$ cat src/rtl/reg_dump_reader_pkg.sv
// Shared definitions for the register-file dump reader: FSM encoding and the
// register-file geometry defaults.
package reg_dump_reader_pkg;

  localparam int unsigned RF_DATA_W = 32;
  localparam int unsigned RF_ADDR_W = 5;

  typedef enum logic [1:0] {
    IDLE  = 2'd0,
    READ  = 2'd1,
    DRAIN = 2'd2
  } dump_state_t;

endpackage

$ cat src/rtl/reg_dump_reader.sv
// Sweeps a wrapping range of register indices through one combinational
// read port and streams each word out on a valid/ready interface.
module reg_dump_reader
  import reg_dump_reader_pkg::*;
#(
  parameter int unsigned DATA_W   = RF_DATA_W,
  parameter int unsigned ADDR_W   = RF_ADDR_W,
  parameter int unsigned NUM_REGS = 32
) (
  input  logic              clk,
  input  logic              reset,
  input  logic              start,
  input  logic              abort,
  input  logic [ADDR_W-1:0] first_reg,
  input  logic [ADDR_W-1:0] last_reg,
  output logic [ADDR_W-1:0] rd_addr,
  input  logic [DATA_W-1:0] rd_data,
  output logic              out_valid,
  input  logic              out_ready,
  output logic [DATA_W-1:0] out_data,
  output logic [ADDR_W-1:0] out_index,
  output logic              out_last,
  output logic              busy,
  output logic              done
);

  localparam logic [ADDR_W:0]   CNT_ONE = {{ADDR_W{1'b0}}, 1'b1};
  localparam logic [ADDR_W-1:0] IDX_MAX = ADDR_W'(NUM_REGS - 1);

  dump_state_t state, state_next;

  logic [ADDR_W-1:0] cur;
  logic [ADDR_W:0]   remaining;
  logic [ADDR_W-1:0] span;
  logic [ADDR_W:0]   word_count;
  logic [ADDR_W-1:0] cur_inc;

  logic accept_start;
  logic load_en;
  logic take;
  logic kill;
  logic done_next;

  // Index difference wraps naturally in ADDR_W bits; the extra bit holds N=NUM_REGS.
  assign span       = last_reg - first_reg;
  assign word_count = {1'b0, span} + CNT_ONE;
  assign cur_inc    = (cur == IDX_MAX) ? '0 : cur + 1'b1;

  assign rd_addr = cur;
  assign busy    = (state != IDLE);
  assign take    = out_valid && out_ready;

  always_ff @(posedge clk) begin
    if (reset) state <= IDLE;
    else       state <= state_next;
  end

  always_comb begin
    state_next   = state;
    accept_start = 1'b0;
    load_en      = 1'b0;
    kill         = 1'b0;
    done_next    = 1'b0;
    case (state)
      IDLE: begin
        // A start coinciding with the done pulse waits for the next IDLE cycle.
        if (start && !done) begin
          accept_start = 1'b1;
          state_next   = READ;
        end
      end
      READ: begin
        load_en = (!out_valid || out_ready) && (remaining != '0);
        if (load_en && (remaining == CNT_ONE)) state_next = DRAIN;
      end
      DRAIN: begin
        if (take) begin
          done_next  = 1'b1;
          state_next = IDLE;
        end
      end
      default: state_next = IDLE;
    endcase
    if (abort && (state != IDLE)) begin
      kill       = 1'b1;
      load_en    = 1'b0;
      done_next  = 1'b0;
      state_next = IDLE;
    end
  end

  always_ff @(posedge clk) begin
    if (reset) begin
      cur       <= '0;
      remaining <= '0;
      out_valid <= 1'b0;
      out_data  <= '0;
      out_index <= '0;
      out_last  <= 1'b0;
      done      <= 1'b0;
    end else begin
      done <= done_next;
      if (kill) begin
        out_valid <= 1'b0;
        remaining <= '0;
      end else if (accept_start) begin
        cur       <= first_reg;
        remaining <= word_count;
      end else if (load_en) begin
        out_data  <= rd_data;
        out_index <= cur;
        out_last  <= (remaining == CNT_ONE);
        out_valid <= 1'b1;
        cur       <= cur_inc;
        remaining <= remaining - CNT_ONE;
      end else if (take) begin
        out_valid <= 1'b0;
      end
    end
  end

endmodule

$ cat config.mk
export PLATFORM = sky130hd
export DESIGN_NAME = reg_dump_reader
export DESIGN_NICKNAME = d
export VERILOG_FILES = /design/src/rtl/reg_dump_reader_pkg.sv /design/src/rtl/reg_dump_reader.sv
export SDC_FILE = /design/constraint.sdc
export NUM_CORES = 1
export LEC_CHECK = 0
export ABC_AREA = 1
export CELL_PAD_IN_SITES_DETAIL_PLACEMENT = 2
export CELL_PAD_IN_SITES_GLOBAL_PLACEMENT = 2
export CORE_MARGIN = 1
export CORE_UTILIZATION = 25
export CTS_CLUSTER_SIZE = 8
export DETAILED_ROUTE_END_ITERATION = 6
export HOLD_SLACK_MARGIN = 0.08
export PLACE_DENSITY = 0.9
export SETUP_SLACK_MARGIN = 0.05
export SKIP_LAST_GASP = 1
export SYNTH_ARGS = -nofsm -noshare
export SYNTH_HDL_FRONTEND = slang
export SYNTH_SLANG_ARGS = --single-unit
export TNS_END_PERCENT = 50
$ cat constraint.sdc
create_clock -name clk -period 2.5 [get_ports clk]
set_input_delay 0.375 -clock clk [delete_from_list [all_inputs] [get_ports clk]]
set_output_delay 0.375 -clock clk [all_outputs]
set_load 0.1 [all_outputs]
==> results.md, run 1 <==
* Status: finished clean
* Total placed instance area at 3370 um^2
* Hold Path Origin: out_last
* Sink Count at 53
* TritonCTS clock tree: yes
* Most frequently used cell type in the post-synthesis netlist: sky130_fd_sc_hd__nor2_1
* Number of synthesis warnings at 0
* Pint at 1.61 mW
* Switching power summed over all nets at 1.44 mW
* Number of antenna-violating nets in the routed design at 0
* CTS Buffer Depth at 2
* Total number of nets in the final design at 494
* Post-synth EDFFs at 0
* Worst R2R Start: remaining[0]
* Largest net degree at the start of global routing at 43
* CP max FO at 3
* CTS Buf Count at 5
* CP Data Required Time at 2730 ps
* Clock insertion delay at the later pin of the skew report at 300 ps
* TritonRoute pass-1 iters at 4
* Chip Width at 101 um
* Share of cells above drive strength 1 at 15.5%
* Post-Route Setup TNS at 0 ps
* Vias in the first global route at 2768
* Data arrival time of the critical path at 2370 ps
* Non-filler instance count after layout at 567
* Total count of max-transition violations in the final report at 0
* Final-layout fill cell count at 1158
* Core area at 9420 um^2
* Clock skew after layout at 7.32 ps
* Static leakage at 1.64 nW
* Cell at the root of the clock tree: sky130_fd_sc_hd__clkbuf_8
* Post-CTS Setup Repair Bufs at 0
* Initial standard-cell utilization of the core at 26.2%
* Element type at the critical path end: flop
* Relative slew slack at 71.7%
* Num ports at 93
* Hold WS at 483 ps
* Final Setup Violations at 0
* Ratio of routed vias to standard cells at 4.60
* All-layer global routing usage at 16.0%
* Crit Reg-Reg Endpoint: out_data[31]
* Setup slack, reg-to-reg at 780 ps
* Highest ir drop seen on vdd at 389 uV
* Combinational power share at 46.5%
* Count of buffers from port buffering at 92
* Number of instances in the placed design at 559
* Post-synthesis async set-or-reset flop share at 0%
* Final cell area excluding filler cells at 3480 um^2
* H-tree depth at 2
* First DRT Iteration DRCs at 40
* Total Routed Length at 8170 um
* Mapped cell area at 2470 um^2
* Final global-route overflow total at 0
* Total number of vias at 2608
* Share of power burned in registers at 34.3%
* Cell depth of the worst hold path at 2
* Most instantiated cells after synthesis: 96 x sky130_fd_sc_hd__nor2_1, 53 x sky130_fd_sc_hd__dfxtp_1, 42 x sky130_fd_sc_hd__o21ai_0
* Die ar. at 10300 um^2
* Dominant cell type by area after synthesis: sky130_fd_sc_hd__dfxtp_1
* Worst slew pin tran at 421 ps
* Global-route wire length before repair at 12900 um
* Mapped Cells at 347
* Share of Yosys cell area claimed by the top area cell type at 43.0%
* Fraction of the cycle the final worst path needs at 85.5%
* R2R depth at 8
* Quantity of gates resized following cts at 0
* Sequential fraction of the synthesis area at 43.0%
* Area contributors post-synth: sky130_fd_sc_hd__dfxtp_1 43%, sky130_fd_sc_hd__nor2_1 15%, sky130_fd_sc_hd__o21ai_0 8.5%
* Yosys reg bits at 53
* DRC violations left at 0
* Post-synthesis cell type count at 27
* CP Launch Type: input pin
* Post-synthesis net count at 404
* Area growth, synth to finish at 41.3%
* Antenna violations before repair at 0
* ANT cells at 0
* Detail-routed net length per standard cell at 14.4 um
* Most common flop cell mapped by yosys: sky130_fd_sc_hd__dfxtp_1
* Switch share at 47.2%
* Achievable Freq at 468 MHz
* Fraction of power consumed by the clock network at 19.2%
* Power per unit of standard cell area at 876 nW/um^2
* Endpoints failing hold at 0
* Post-synthesis average cell area at 7.11 um^2
* Setup repair after global routing missed its margin: no
* CP Class: in2reg
* Estimated wirelength of the detail-placed design at 6390 um
* Post-CTS clock slew at the launch and capture registers of the worst setup and hold paths at 100 ps
* Shortest clock period the worst path allows after layout at 2140 ps
* Min-Delay Endpoint: out_last
* Final core occ at 37.0%
* Maxcap violations at 0
* Final weighted congestion in routability-driven placement at 0.778
* Class of the worst hold path: reg2reg
* # rows at 35
* Die Y at 101 um
* Hold-fix buffers, CTS at 0
-- cells by family after synthesis --
family	Yosys count	synth area share, %
flops	53	43.0
simple gates	167	27.8
buf+inv	45	8.73
xor+xnor	2	0.710
fa+ha+maj	10	5.38
compound gates	70	14.4
-- worst max path at each step --
stage	slack [ps]	endpoint	depth (start not counted)	from
6_report	360	remaining[4]	11	first_reg[0]
4_1_cts	350	remaining[4]	11	first_reg[0]
3_3_place_gp	170	remaining[4]	11	first_reg[0]
3_5_place_dp	20	remaining[4]	11	first_reg[0]
5_1_grt	220	remaining[4]	11	first_reg[0]
2_1_floorplan	400	rd_addr[2]	9	rd_addr[0]
-- per-stage QoR --
stage	setup WS, ps	power, mW
floorplan	403	2.13
global placement	175	2.46
detailed placement	16.0	2.50
CTS	352	3.10
global route	223	3.23
finish	362	3.05
-- metal layers --
| layer | up-vias | GRT usage, % | part of all wire, % |
|---|---|---|---|
| li1 | 1288 | - | - |
| met1 | 1259 | 17.9 | 42 |
| met2 | 59 | 31.8 | 54 |
| met3 | 2 | 2.48 | 3.5 |
| met4 | 0 | 3.34 | 0.49 |
| met5 | - | 0 | 0 |
-- cell type report --
type	instances	area (um^2)	area share, %
timing repair buffer	97	843	24.2
clock buffer	6	72.6	2.08
multi-input combinational	249	1190	34.1
clock inverter	2	38.8	1.11
sequential	53	1060	30.4
inverter	31	118	3.38
tap	129	161	4.63
-- worst max-delay path, cell delays in order --
cell and delay [ps]:
sky130_fd_sc_hd__clkdlybuf4s50_1 500, sky130_fd_sc_hd__ha_1 150, sky130_fd_sc_hd__inv_1 60, sky130_fd_sc_hd__fa_1 500
sky130_fd_sc_hd__ha_1 170, sky130_fd_sc_hd__inv_1 50, sky130_fd_sc_hd__nor2_1 190, sky130_fd_sc_hd__nand3_1 110
sky130_fd_sc_hd__nand2_1 60, sky130_fd_sc_hd__nand3_1 70, sky130_fd_sc_hd__a21oi_1 130
-- registers in the layout (all words and copies together), names as in the netlist --
signal	count
out_index	5
out_valid	1
out_data	32
rd_addr	5
remaining	6
done	1
state	2
out_last	1
-- placed cells by master (no fill, tap or decap), types with 2 or more instances in the layout --
cell type,netlist,layout
sky130_fd_sc_hd__inv_2,2,2
sky130_fd_sc_hd__nor2_2,3,3
sky130_fd_sc_hd__nand3_1,18,18
sky130_fd_sc_hd__buf_4,3,51
sky130_fd_sc_hd__ha_1,9,9
sky130_fd_sc_hd__nand2_1,40,40
sky130_fd_sc_hd__clkbuf_8,0,5
sky130_fd_sc_hd__nor3_1,2,2
sky130_fd_sc_hd__nand2_2,3,3
sky130_fd_sc_hd__inv_1,28,28
sky130_fd_sc_hd__clkdlybuf4s50_1,0,46
sky130_fd_sc_hd__nor2_1,96,96
sky130_fd_sc_hd__o21ai_1,12,12
sky130_fd_sc_hd__a21oi_1,14,14
sky130_fd_sc_hd__o21ai_0,42,42
sky130_fd_sc_hd__nand4_1,2,2
sky130_fd_sc_hd__dfxtp_1,53,53
-- power by group through the flow --
stage	clock, mW	sequential, mW	combinational, mW
5_1_grt	0.638	1.06	1.53
3_3_place_gp	0	1.06	1.40
6_report	0.586	1.05	1.42
2_1_floorplan	0	1.67	0.465
3_5_place_dp	0	1.07	1.43
4_1_cts	0.613	1.05	1.44
Power figures use the tool's default switching activity.
==> inputs of run 2 (changes only) <==
CORE_UTILIZATION = 26   (was 25)
CTS_BUF_LIST = sky130_fd_sc_hd__clkbuf_2   (was default)
GPL_TIMING_DRIVEN = 1   (was default)
PLACE_DENSITY = 0.93   (was 0.9)
==> results.md, run 2 (same netlist as run 1, synthesis figures left out) <==
* Quantity of gates resized following cts at 0
* CTS Buffer Depth at 2
* Count of buffers from port buffering at 92
* Chip Width at 99.4 um
* Final weighted congestion in routability-driven placement at 0.767
* Status: finished clean
* Post-Place Setup Slack at -20.3 ps
* Total power after layout at 2.83 mW
* Clock insertion delay at the later pin of the skew report at 420 ps
* Class of the worst hold path: reg2reg
* Achievable Freq at 489 MHz
* Estimated wirelength of the detail-placed design at 6400 um
* Ratio of routed vias to standard cells at 4.79
* Worst slew pin tran at 511 ps
* Initial standard-cell utilization of the core at 26.8%
* Relative slew slack at 65.7%
* Cell at the root of the clock tree: sky130_fd_sc_hd__clkbuf_2
* Final global-route overflow total at 0
* CTS Buf Count at 5
* Total count of max-transition violations in the final report at 0
* Setup repair after global routing missed its margin: no
* Hold WS at 494 ps
* Share of cells above drive strength 1 at 15.9%
* Die ar. at 9880 um^2
* Post-Route Setup TNS at 0 ps
* Shortest clock period the worst path allows after layout at 2040 ps
* Detail-routed net length per standard cell at 14.8 um
* TritonCTS clock tree: yes
* CP Class: in2reg
* Clock skew after layout at 10.9 ps
* CP max FO at 3
* Die Y at 99.4 um
* Total number of vias at 2633
* Data arrival time of the critical path at 2420 ps
* Sink Count at 53
* Area growth, synth to finish at 38.0%
* CP Launch Type: input pin
* Largest net degree at the start of global routing at 40
* Total placed instance area at 3360 um^2
* Max FFs per register at 32
* Highest ir drop seen on vdd at 324 uV
* Core area at 9200 um^2
* Total Routed Length at 8140 um
* Fraction of the cycle the final worst path needs at 81.8%
* Final-layout fill cell count at 1085
* Global-route wire length before repair at 13500 um
* Hold-fix buffers, CTS at 0
* # rows at 35
* Final cell area excluding filler cells at 3400 um^2
* Total number of nets in the final design at 495
* Number of antenna-violating nets in the routed design at 0
* TritonRoute pass-1 iters at 6
* Num ports at 93
* Largest registers ranked by flip-flop count: out_data (32), remaining (6)
* CP Data Required Time at 2870 ps
* Element type at the critical path end: flop
* Vias in the first global route at 2874
* Commonest cells after routing, fill and taps aside: 96 x sky130_fd_sc_hd__nor2_1, 53 x sky130_fd_sc_hd__dfxtp_1, 52 x sky130_fd_sc_hd__buf_4
* Final Setup Violations at 0
* H-tree depth at 2
* Post-CTS clock slew at the launch and capture registers of the worst setup and hold paths at 260 ps
* Power per unit of standard cell area at 831 nW/um^2
* Final WS setup at 455 ps
* DRC violations left at 0
* First DRT Iteration DRCs at 40
* Most common library cell in the layout ignoring fill and taps: sky130_fd_sc_hd__nor2_1
* Endpoints failing hold at 0
* Register ranked first by flip-flop count: out_data
* Maxcap violations at 0
* ANT cells at 0
* All-layer global routing usage at 17.1%
* Post-CTS Setup Repair Bufs at 0
* Antenna violations before repair at 0
* Static leakage at 1.63 nW
[run 2: cell count changes in the layout (fill, tap and decap cells not counted), sizes merged]
cell,previous run,this run
buf,51,52
bufinv,1,0
inv,30,31
[run 2: critical path, stage by stage]
cell and delay [ps]:
sky130_fd_sc_hd__clkdlybuf4s50_1 450, sky130_fd_sc_hd__inv_1 40, sky130_fd_sc_hd__ha_1 160, sky130_fd_sc_hd__inv_1 90, sky130_fd_sc_hd__fa_1 440, sky130_fd_sc_hd__ha_1 210, sky130_fd_sc_hd__inv_1 60, sky130_fd_sc_hd__nor2_1 60
sky130_fd_sc_hd__o21ai_0 250, sky130_fd_sc_hd__nand3_1 140, sky130_fd_sc_hd__a21oi_1 150
[run 2: routing by layer]
metal / up-vias / part of all wire (%) / global-route usage [%]
met3: 8 / 3.1 / 2.39
li1: 1294 / - / -
met1: 1266 / 43 / 19.0
met5: - / 0 / 0
met4: 0 / 1.1 / 4.41
met2: 65 / 53 / 33.5
[run 2: metrics by stage]
step,cells,util [%]
after floorplan,347,-
after global placement,542,36.5
after detailed placement,542,36.5
after CTS,550,37.0
after global routing,550,37.0
final,550,37.0
[run 2: layout make-up]
type | count | area [um^2] | area share (%)
clock buffers | 6 | 30.0 | 0.883
clock inverters | 2 | 13.8 | 0.405
inverters | 31 | 118 | 3.46
multi-input cells | 249 | 1190 | 35.0
flip-flops and latches | 53 | 1060 | 31.2
well taps | 111 | 139 | 4.08
repair buffers | 98 | 851 | 25.0
[run 2: where the power goes]
part | switching (mW) | internal, mW
sequential | 0.0885 | 0.960
combinational | 1.07 | 0.355
clock | 0.273 | 0.0763
total | 1.43 | 1.39
[run 2: worst paths after layout]
| path | startpoint | end | slack [ps] | cells past startpoint |
|---|---|---|---|---|
| worst max-delay path | last_reg[0] | remaining[2] | 460 | 11 |
| worst min-delay path | out_last | out_last | 490 | 2 |
| worst max register to register | remaining[0] | out_data[30] | 760 | 8 |
| worst min register to register | out_last | out_last | 490 | 2 |
